**src/rtl/adc_capture_seq_if.sv**
```systemverilog
// ADC conversion handshake between the capture sequencer (master) and the converter (slave).
// The sequencer raises adc_req_o for adc_ch_o; the converter returns a one-cycle ack with the sample.
interface adc_capture_seq_if #(
    parameter int DATA_W = 24
) ();
    logic              adc_req_o;
    logic [2:0]        adc_ch_o;
    logic              adc_ack_i;
    logic [DATA_W-1:0] adc_data_i;

    modport master (
        output adc_req_o,
        output adc_ch_o,
        input  adc_ack_i,
        input  adc_data_i
    );

    modport slave (
        input  adc_req_o,
        input  adc_ch_o,
        output adc_ack_i,
        output adc_data_i
    );
endinterface

```
**src/rtl/adc_capture_seq.sv**
```systemverilog
// ADC capture sequencer: scans channels 0..n-1 per trigger and writes sign-extended samples out.
// Define HI_ADC_SEQ_TIMEOUT_EN to add an ack watchdog on the REQ state.
module adc_capture_seq #(
    parameter int NCH_MAX     = 8,
    parameter int DATA_W      = 24,
    parameter int TIMEOUT_CYC = 1023
) (
    input  logic              wb_clk_i,
    input  logic              wb_rst_ni,
    input  logic              ctrl_enable,
    input  logic              ctrl_start,
    input  logic [3:0]        cfg_num_ch,
    input  logic [15:0]       cfg_period,
    adc_capture_seq_if.master adc,
    output logic              raw_we_o,
    output logic [2:0]        raw_ch_o,
    output logic [31:0]       raw_data_o,
    output logic              busy_o,
    output logic              done_o,
    output logic              err_timeout_o,
    output logic [15:0]       seq_cnt_o
);

    typedef enum logic [1:0] {
        IDLE,
        REQ,
        WRITE,
        DONE
    } state_t;

    state_t state, state_nxt;

    logic [15:0]              timer;
    logic                     period_tick;
    logic                     pending;
    logic                     trigger;
    logic [3:0]               n_eff;
    logic [3:0]               n_lat;
    logic [2:0]               ch;
    logic                     last_ch;
    logic                     wd_expire;
    logic signed [DATA_W-1:0] sample_p0;
    logic [15:0]              seq_cnt;

    function automatic logic [31:0] sign_ext(input logic signed [DATA_W-1:0] s);
        logic signed [31:0] w;
        w = 32'(s);
        return w;
    endfunction

    assign period_tick = ctrl_enable && (cfg_period != 16'd0) && (timer == cfg_period - 16'd1);
    assign trigger     = ctrl_enable && (ctrl_start || period_tick || pending);
    assign last_ch     = ({1'b0, ch} == (n_lat - 4'd1));
    assign seq_cnt_o   = seq_cnt;

    // Zero requests a single channel; oversize requests clamp to the hardware maximum.
    always_comb begin
        if (cfg_num_ch == 4'd0) begin
            n_eff = 4'd1;
        end else if (int'(cfg_num_ch) > NCH_MAX) begin
            n_eff = 4'(NCH_MAX);
        end else begin
            n_eff = cfg_num_ch;
        end
    end

    always_ff @(posedge wb_clk_i or negedge wb_rst_ni) begin
        if (!wb_rst_ni) begin
            state <= IDLE;
        end else begin
            state <= state_nxt;
        end
    end

    always_comb begin
        state_nxt      = state;
        adc.adc_req_o  = 1'b0;
        adc.adc_ch_o   = 3'd0;
        raw_we_o       = 1'b0;
        raw_ch_o       = 3'd0;
        raw_data_o     = 32'd0;
        busy_o         = (state != IDLE);
        done_o         = 1'b0;
        case (state)
            IDLE: begin
                if (trigger) state_nxt = REQ;
            end
            REQ: begin
                adc.adc_req_o = 1'b1;
                adc.adc_ch_o  = ch;
                if (adc.adc_ack_i) begin
                    state_nxt = WRITE;
                end else if (wd_expire) begin
                    state_nxt = IDLE;
                end
            end
            WRITE: begin
                raw_we_o   = 1'b1;
                raw_ch_o   = ch;
                raw_data_o = sign_ext(sample_p0);
                state_nxt  = last_ch ? DONE : REQ;
            end
            DONE: begin
                done_o    = 1'b1;
                state_nxt = IDLE;
            end
            default: state_nxt = IDLE;
        endcase
    end

    always_ff @(posedge wb_clk_i or negedge wb_rst_ni) begin
        if (!wb_rst_ni) begin
            timer     <= 16'd0;
            pending   <= 1'b0;
            n_lat     <= 4'd0;
            ch        <= 3'd0;
            sample_p0 <= '0;
            seq_cnt   <= 16'd0;
        end else begin
            if (ctrl_enable && (cfg_period != 16'd0)) begin
                timer <= period_tick ? 16'd0 : timer + 16'd1;
            end else begin
                timer <= 16'd0;
            end

            // Triggers arriving while busy collapse into one deferred sequence.
            if (!ctrl_enable || (state == IDLE)) begin
                pending <= 1'b0;
            end else if (ctrl_start || period_tick) begin
                pending <= 1'b1;
            end

            if ((state == IDLE) && trigger) begin
                n_lat <= n_eff;
                ch    <= 3'd0;
            end

            // Stage p0: sample captured on ack, presented during WRITE.
            if ((state == REQ) && adc.adc_ack_i) begin
                sample_p0 <= $signed(adc.adc_data_i);
            end

            if (state == WRITE) begin
                ch <= last_ch ? 3'd0 : ch + 3'd1;
            end

            if (state == DONE) begin
                seq_cnt <= seq_cnt + 16'd1;
            end
        end
    end

`ifdef HI_ADC_SEQ_TIMEOUT_EN
    localparam int WD_W = (TIMEOUT_CYC > 1) ? $clog2(TIMEOUT_CYC + 1) : 1;

    logic [WD_W-1:0] wd;
    logic            err;

    assign wd_expire     = (state == REQ) && !adc.adc_ack_i && (wd == WD_W'(TIMEOUT_CYC - 1));
    assign err_timeout_o = err;

    always_ff @(posedge wb_clk_i or negedge wb_rst_ni) begin
        if (!wb_rst_ni) begin
            wd  <= '0;
            err <= 1'b0;
        end else begin
            err <= wd_expire;
            wd  <= (state == REQ) ? wd + WD_W'(1) : '0;
        end
    end
`else
    assign wd_expire     = 1'b0;
    assign err_timeout_o = 1'b0;
`endif

endmodule

```
**src/flat_wrapper.sv**
```systemverilog
// flat-port wrapper written by rule: the top's interface ports become plain ports
module adc_capture_seq_flat 
#(
    parameter int NCH_MAX     = 8,
    parameter int DATA_W      = 24,
    parameter int TIMEOUT_CYC = 1023
)
  (wb_clk_i, wb_rst_ni, ctrl_enable, ctrl_start, cfg_num_ch, cfg_period, raw_we_o, raw_ch_o, raw_data_o, busy_o, done_o, err_timeout_o, seq_cnt_o, adc_adc_req_o, adc_adc_ch_o, adc_adc_ack_i, adc_adc_data_i);
  adc_capture_seq_if #(.DATA_W(DATA_W)) adc_i ();
  input  logic wb_clk_i;
  input  logic wb_rst_ni;
  input  logic ctrl_enable;
  input  logic ctrl_start;
  input  logic [3:0] cfg_num_ch;
  input  logic [15:0] cfg_period;
  output logic raw_we_o;
  output logic [2:0] raw_ch_o;
  output logic [31:0] raw_data_o;
  output logic busy_o;
  output logic done_o;
  output logic err_timeout_o;
  output logic [15:0] seq_cnt_o;
  output wire logic [$bits(adc_i.adc_req_o)-1:0] adc_adc_req_o;
  output wire logic [$bits(adc_i.adc_ch_o)-1:0] adc_adc_ch_o;
  input wire logic [$bits(adc_i.adc_ack_i)-1:0] adc_adc_ack_i;
  input wire logic [$bits(adc_i.adc_data_i)-1:0] adc_adc_data_i;
  assign adc_adc_req_o = adc_i.adc_req_o;
  assign adc_adc_ch_o = adc_i.adc_ch_o;
  assign adc_i.adc_ack_i = adc_adc_ack_i;
  assign adc_i.adc_data_i = adc_adc_data_i;
  adc_capture_seq #(.NCH_MAX(NCH_MAX), .DATA_W(DATA_W), .TIMEOUT_CYC(TIMEOUT_CYC)) u_core (.wb_clk_i(wb_clk_i), .wb_rst_ni(wb_rst_ni), .ctrl_enable(ctrl_enable), .ctrl_start(ctrl_start), .cfg_num_ch(cfg_num_ch), .cfg_period(cfg_period), .adc(adc_i), .raw_we_o(raw_we_o), .raw_ch_o(raw_ch_o), .raw_data_o(raw_data_o), .busy_o(busy_o), .done_o(done_o), .err_timeout_o(err_timeout_o), .seq_cnt_o(seq_cnt_o));
endmodule
```
**config.mk**
```make
export PLATFORM = sky130hd
export DESIGN_NAME = adc_capture_seq_flat
export DESIGN_NICKNAME = d
export VERILOG_FILES = /design/src/rtl/adc_capture_seq_if.sv /design/src/rtl/adc_capture_seq.sv /design/src/flat_wrapper.sv
export SDC_FILE = /design/constraint.sdc
export NUM_CORES = 1
export LEC_CHECK = 0
export ABC_AREA = 1
export CORE_AREA = 2 2 106 133
export CTS_CLUSTER_SIZE = 16
export DETAILED_ROUTE_END_ITERATION = 16
export DIE_AREA = 0 0 108 135
export GPL_TIMING_DRIVEN = 1
export PLACE_DENSITY_LB_ADDON = 0.1
export SYNTH_ARGS = -nofsm -noshare
export SYNTH_HDL_FRONTEND = slang
export SYNTH_SLANG_ARGS = --single-unit
```
**constraint.sdc**
```tcl
create_clock -name wb_clk_i -period 4.8 [get_ports wb_clk_i]
set_clock_uncertainty 0.1 [all_clocks]
set_input_delay 1.44 -clock wb_clk_i [delete_from_list [all_inputs] [get_ports wb_clk_i]]
set_output_delay 1.44 -clock wb_clk_i [all_outputs]
set_load 0.05 [all_outputs]
```
**Word level (Yosys, flattened, before mapping)**

Cells that the tools add are included.

- $add $sub $neg: 5
- $lt $le $gt $ge: 1
- Equal/unequal tests: 7
- Muxes and demuxes: 19
- Reductions and logical operators: 16

Operators by type and width:

| cell | count |
|---|---|
| $add 16x1->16 const B | 2 |
| $mux 16 | 2 |
| $mux 32 | 1 |
| $eq 16x16->1 | 1 |
| $reduce_bool 16->1 | 1 |
| $sub 16x1->16 const B | 1 |
| $mux 3 | 5 |
| $mux 4 | 2 |
| $pmux 2 s4 | 1 |
| $mux 2 | 3 |
| $reduce_bool 2->1 | 3 |
| $logic_and 1x1->1 | 5 |
| $mux 1 | 5 |
| $eq 2x2->1 const B | 2 |
| $eq 3x4->1 | 1 |
| $gt 4x4->1 const B | 1 |
| $logic_not 4->1 | 1 |
| $sub 4x1->4 const B | 1 |
| $add 3x1->3 const B | 1 |
| $logic_or 1x1->1 | 3 |
| $eq 2x1->1 const B | 1 |
| $logic_not 2->1 | 1 |
| $ne 2x1->1 const B | 1 |
| $ne 2x2->1 const B | 1 |
| 2 further kinds | 2 |

- Register bits after elaboration: 66
- Input port bits: 49
- Output and inout bits: 59
- Logic and storage cells: 55

**Depth between registers and ports, before layout**

- Depth in word-level cells: 9
- Depth in mapped cells: 15
- Depth with buffers taken out: 14

**Worst setup path after synthesis**

Ideal clock, no wire load.

- Kind: register to output
- Start point: register u_core.state[0]
- End point: output raw_data_o[24]
- Arrival: 2.818 ns
- Data required time: 3.260 ns
- Path slack: 0.442 ns
- Stages on the path, launching flop included: 6
- Path buffers: 2
- Cells stage by stage: dfrtp_1 > nor2_1 > inv_1 > buf_4 > nor2_1 > buf_4

- Longest elaborated chain between the ends: 2

RTL lines:

| item | RTL line | RTL |
|---|---|---|
| start, declared | adc_capture_seq.sv:31 | `state_t state, state_nxt;` |
| start signal, assigned | adc_capture_seq.sv:71 | `state <= state_nxt;` |
| $eq 2x2->1 | adc_capture_seq.sv:84 | `case (state)` |
| $mux 32 | adc_capture_seq.sv:84 |  |
| end, declared | flat_wrapper.sv:18 | `output logic [31:0] raw_data_o;` |

Every way passes these cells.

**Worst setup path after layout**

- Start point: register u_core.state[1]
- End point: output raw_data_o[31]

Same word-level chain as after synthesis.

==> impl_metrics.json <==
{
  "numCtsBuffers": 9,
  "synth_top_family_by_area": "simple AND/OR/NAND/NOR gates",
  "num_vias": 3509,
  "place.gp.congestion": 0.863,
  "grt_overflow": 0,
  "fin_crit_sh_pct": 84.0,
  "drv_cap": 0,
  "rsz0062_at_grt": "no",
  "grt_pass1_wl_mm": 17.0,
  "cts_tree": "done",
  "hpwl_mm": 7.59,
  "p_leak_nw": 2.69,
  "crit_required_ns": 3.26,
  "synth_area_um2": 3930,
  "final_nets": 690,
  "status": "complete, no violations",
  "drt_iter0_drc": 162,
  "critPathLaunchType": "flop",
  "tightestPinTransition_ns": 0.954,
  "synth_xor_area_share_pct": 6.69,
  "cts_root_buf": "clkbuf_16",
  "postCtsSetupRepairBufs": 0,
  "hold_path_class": "reg -> reg",
  "antenna_found_initial": 0,
  "power.density_nw_per_um2": 463,
  "synth_nets": 588,
  "pin_count": 108,
  "synthCells": 533,
  "insertion_delay_ns": 0.33,
  "ys_ff_latch": 66,
  "synth-simple-area-share_pct": 31.9,
  "ant_nets": 0,
  "muxShareOfSynthArea_pct": 0,
  "grt_pass1_vias": 3703,
  "h-tree-depth": 3,
  "grt_max_degree": 50,
  "layout-drive-gt1-share_pct": 7.34,
  "clock-sinks": 66,
  "cts_resized": 0,
  "cp.arrival_ns": 2.49,
  "finalSetupViolations": 0,
  "cts.path.max_buffers": 2,
  "wl_per_cell_um": 12.2,
  "clkTransAtPathRegs_ns": 0.06,
  "avgSynthCellArea_um2": 7.37,
  "fillers": 1380,
  "rows": 47,
  "ys_warn_count": 0,
  "synth_cell_types": 37,
  "routed_via_density": 4.33,
  "ir_worst_vdd_mv": 0.293,
  "finalMaxSlewViolations": 0,
  "cts_hold_buf": 0,
  "synthAdderAreaFrac_pct": 1.91,
  "core-area_um2": 13200,
  "fin_setup_tns_ns": 0,
  "port_buffers": 106,
  "final.min_clock_period_ns": 4.03,
  "end_kind": "output port",
  "finalHoldViolCount": 0,
  "diodes": 0,
  "fin_util_pct": 41.0,
  "synth-compound-area-share_pct": 6.05,
  "path_class": "reg -> out",
  "ys_seq_area_share_pct": 42.1,
  "slew_headroom_pct": 36.4,
  "wl_mm": 9.86,
  "start_util_pct": 29.7,
  "syn_to_final_growth_pct": 38.2,
  "dr.pass1.iters": 4,
  "drc": 0,
  "die_w_um": 108,
  "path_max_fanout": 11,
  "grt_usage_pct": 14.7,
  "max_freq_mhz": 248,
  "die_h_um": 135,
  "design.die.area_um2": 14600
}
==> cells by family after synthesis <==
family	Yosys count
AND/OR/NAND/NOR	285
buffers and inverters	105
flip-flops	66
AO/OA/AOI/OAI	40
XOR/XNOR	30
adder cells (fa/ha/maj)	6
other	1
==> area by class of cell <==
cell class / instances / area (µm²) / area share, %
timing repair buffer: 110 / 1090 / 20.0
multi-input combinational: 362 / 1830 / 33.8
tap: 171 / 214 / 3.94
clock inverter: 5 / 77.6 / 1.43
inverter: 86 / 323 / 5.95
clock buffer: 11 / 243 / 4.47
sequential: 66 / 1650 / 30.4
==> per-layer routing <==
metal	track usage (%)	vias to the layer above	share of wire (%)
li1	-	1817	-
met1	17.2	1583	44
met2	24.4	93	47
met3	5.07	16	7.1
met4	6.20	0	2.6
met5	0	-	0
==> where the power goes <==
group	switching, mW	total, mW	internal [mW]	leakage, nW
clock	0.238	0.705	0.467	0.156
combinational	0.682	1.03	0.347	1.70
sequential	0.0813	0.781	0.699	0.827
==> final timing paths <==
check | from | endpoint | slack [ns] | cells after the start
worst max-delay path | u_core.state[1] | raw_data_o[31] | 0.77 | 5
worst min-delay path | u_core.seq_cnt_o[15] | u_core.seq_cnt_o[15] | 0.36 | 1
worst max register to register | u_core.timer[0] | u_core.timer[14] | 2.59 | 10
worst min register to register | u_core.seq_cnt_o[15] | u_core.seq_cnt_o[15] | 0.36 | 1
max in group asynchronous | wb_rst_ni | u_core.seq_cnt_o[6] | 2.55 | 2
min in group asynchronous | wb_rst_ni | u_core.seq_cnt_o[14] | 1.16 | 1
==> synth_stat cells (all sizes together) <==
cell type | n | area [µm²]
nor2 | 123 | 494
and2 | 1 | 7.51
o21ai | 9 | 63.8
o221ai | 1 | 8.76
nand3 | 34 | 190
xnor2 | 13 | 114
nand4 | 4 | 25.0
a21oi | 25 | 125
and3 | 2 | 12.5
o21bai | 1 | 7.51
or2 | 2 | 12.5
inv | 86 | 323
nor4 | 1 | 6.26
dfrtp | 66 | 1650
o2111ai | 1 | 8.76
nor3b | 1 | 12.5
a22oi | 1 | 7.51
nor3 | 5 | 40.0
nand3b | 6 | 45.0
buf | 14 | 101
nand2 | 106 | 408
xor2 | 17 | 149
clkbuf | 5 | 18.8
conb | 1 | 3.75
o211ai | 1 | 7.51
a21o | 1 | 8.76
ha | 6 | 75.1
==> flip-flops by register name, summed over array words and instances (netlist names) <==
| signal | cells |
|---|---|
| u_core.ch | 3 |
| u_core.n_lat | 4 |
| u_core.pending | 1 |
| u_core.sample_p0 | 24 |
| u_core.seq_cnt_o | 16 |
| u_core.state | 2 |
| u_core.timer | 16 |
==> critical path, stage by stage, from the launching register on <==
cell and delay [ns]:
dfrtp_1 0.37, inv_1 0.06, nor2_1 0.17, inv_1 0.22, nor2_1 0.43, clkdlybuf4s50_1 0.90
==> cell usage in the layout (no fill, tap or decap), types with 3 or more instances in the layout <==
cell	Yosys	final
a21oi_1	25	25
buf_4	11	4
clkbuf_16	0	9
clkdlybuf4s50_1	0	105
dfrtp_1	66	66
ha_1	6	6
inv_1	85	85
nand2_1	104	104
nand3_1	30	30
nand3_2	4	4
nand3b_1	6	6
nand4_1	4	4
nor2_1	116	116
nor2_2	4	4
nor2_4	3	3
nor3_2	3	3
o21ai_0	4	4
o21ai_2	5	5
xnor2_1	13	13
xor2_1	17	17
==> through the flow <==
step | worst slack, ns | hold WS, ns | instances | power [mW] | area (µm²)
finish | 0.766 | 0.364 | 811 | 2.52 | 5430
global route | 0.525 | 0.407 | 811 | 2.68 | 5430
floorplan | 0.442 | 0.354 | 533 | 1.51 | 3930
detailed placement | 0.804 | 0.366 | 795 | 1.83 | 5110
CTS | 0.704 | 0.374 | 811 | 2.55 | 5430
global placement | 0.873 | 0.363 | 795 | 1.82 | 5110
No activity file was read; power rests on OpenSTA's default activity.
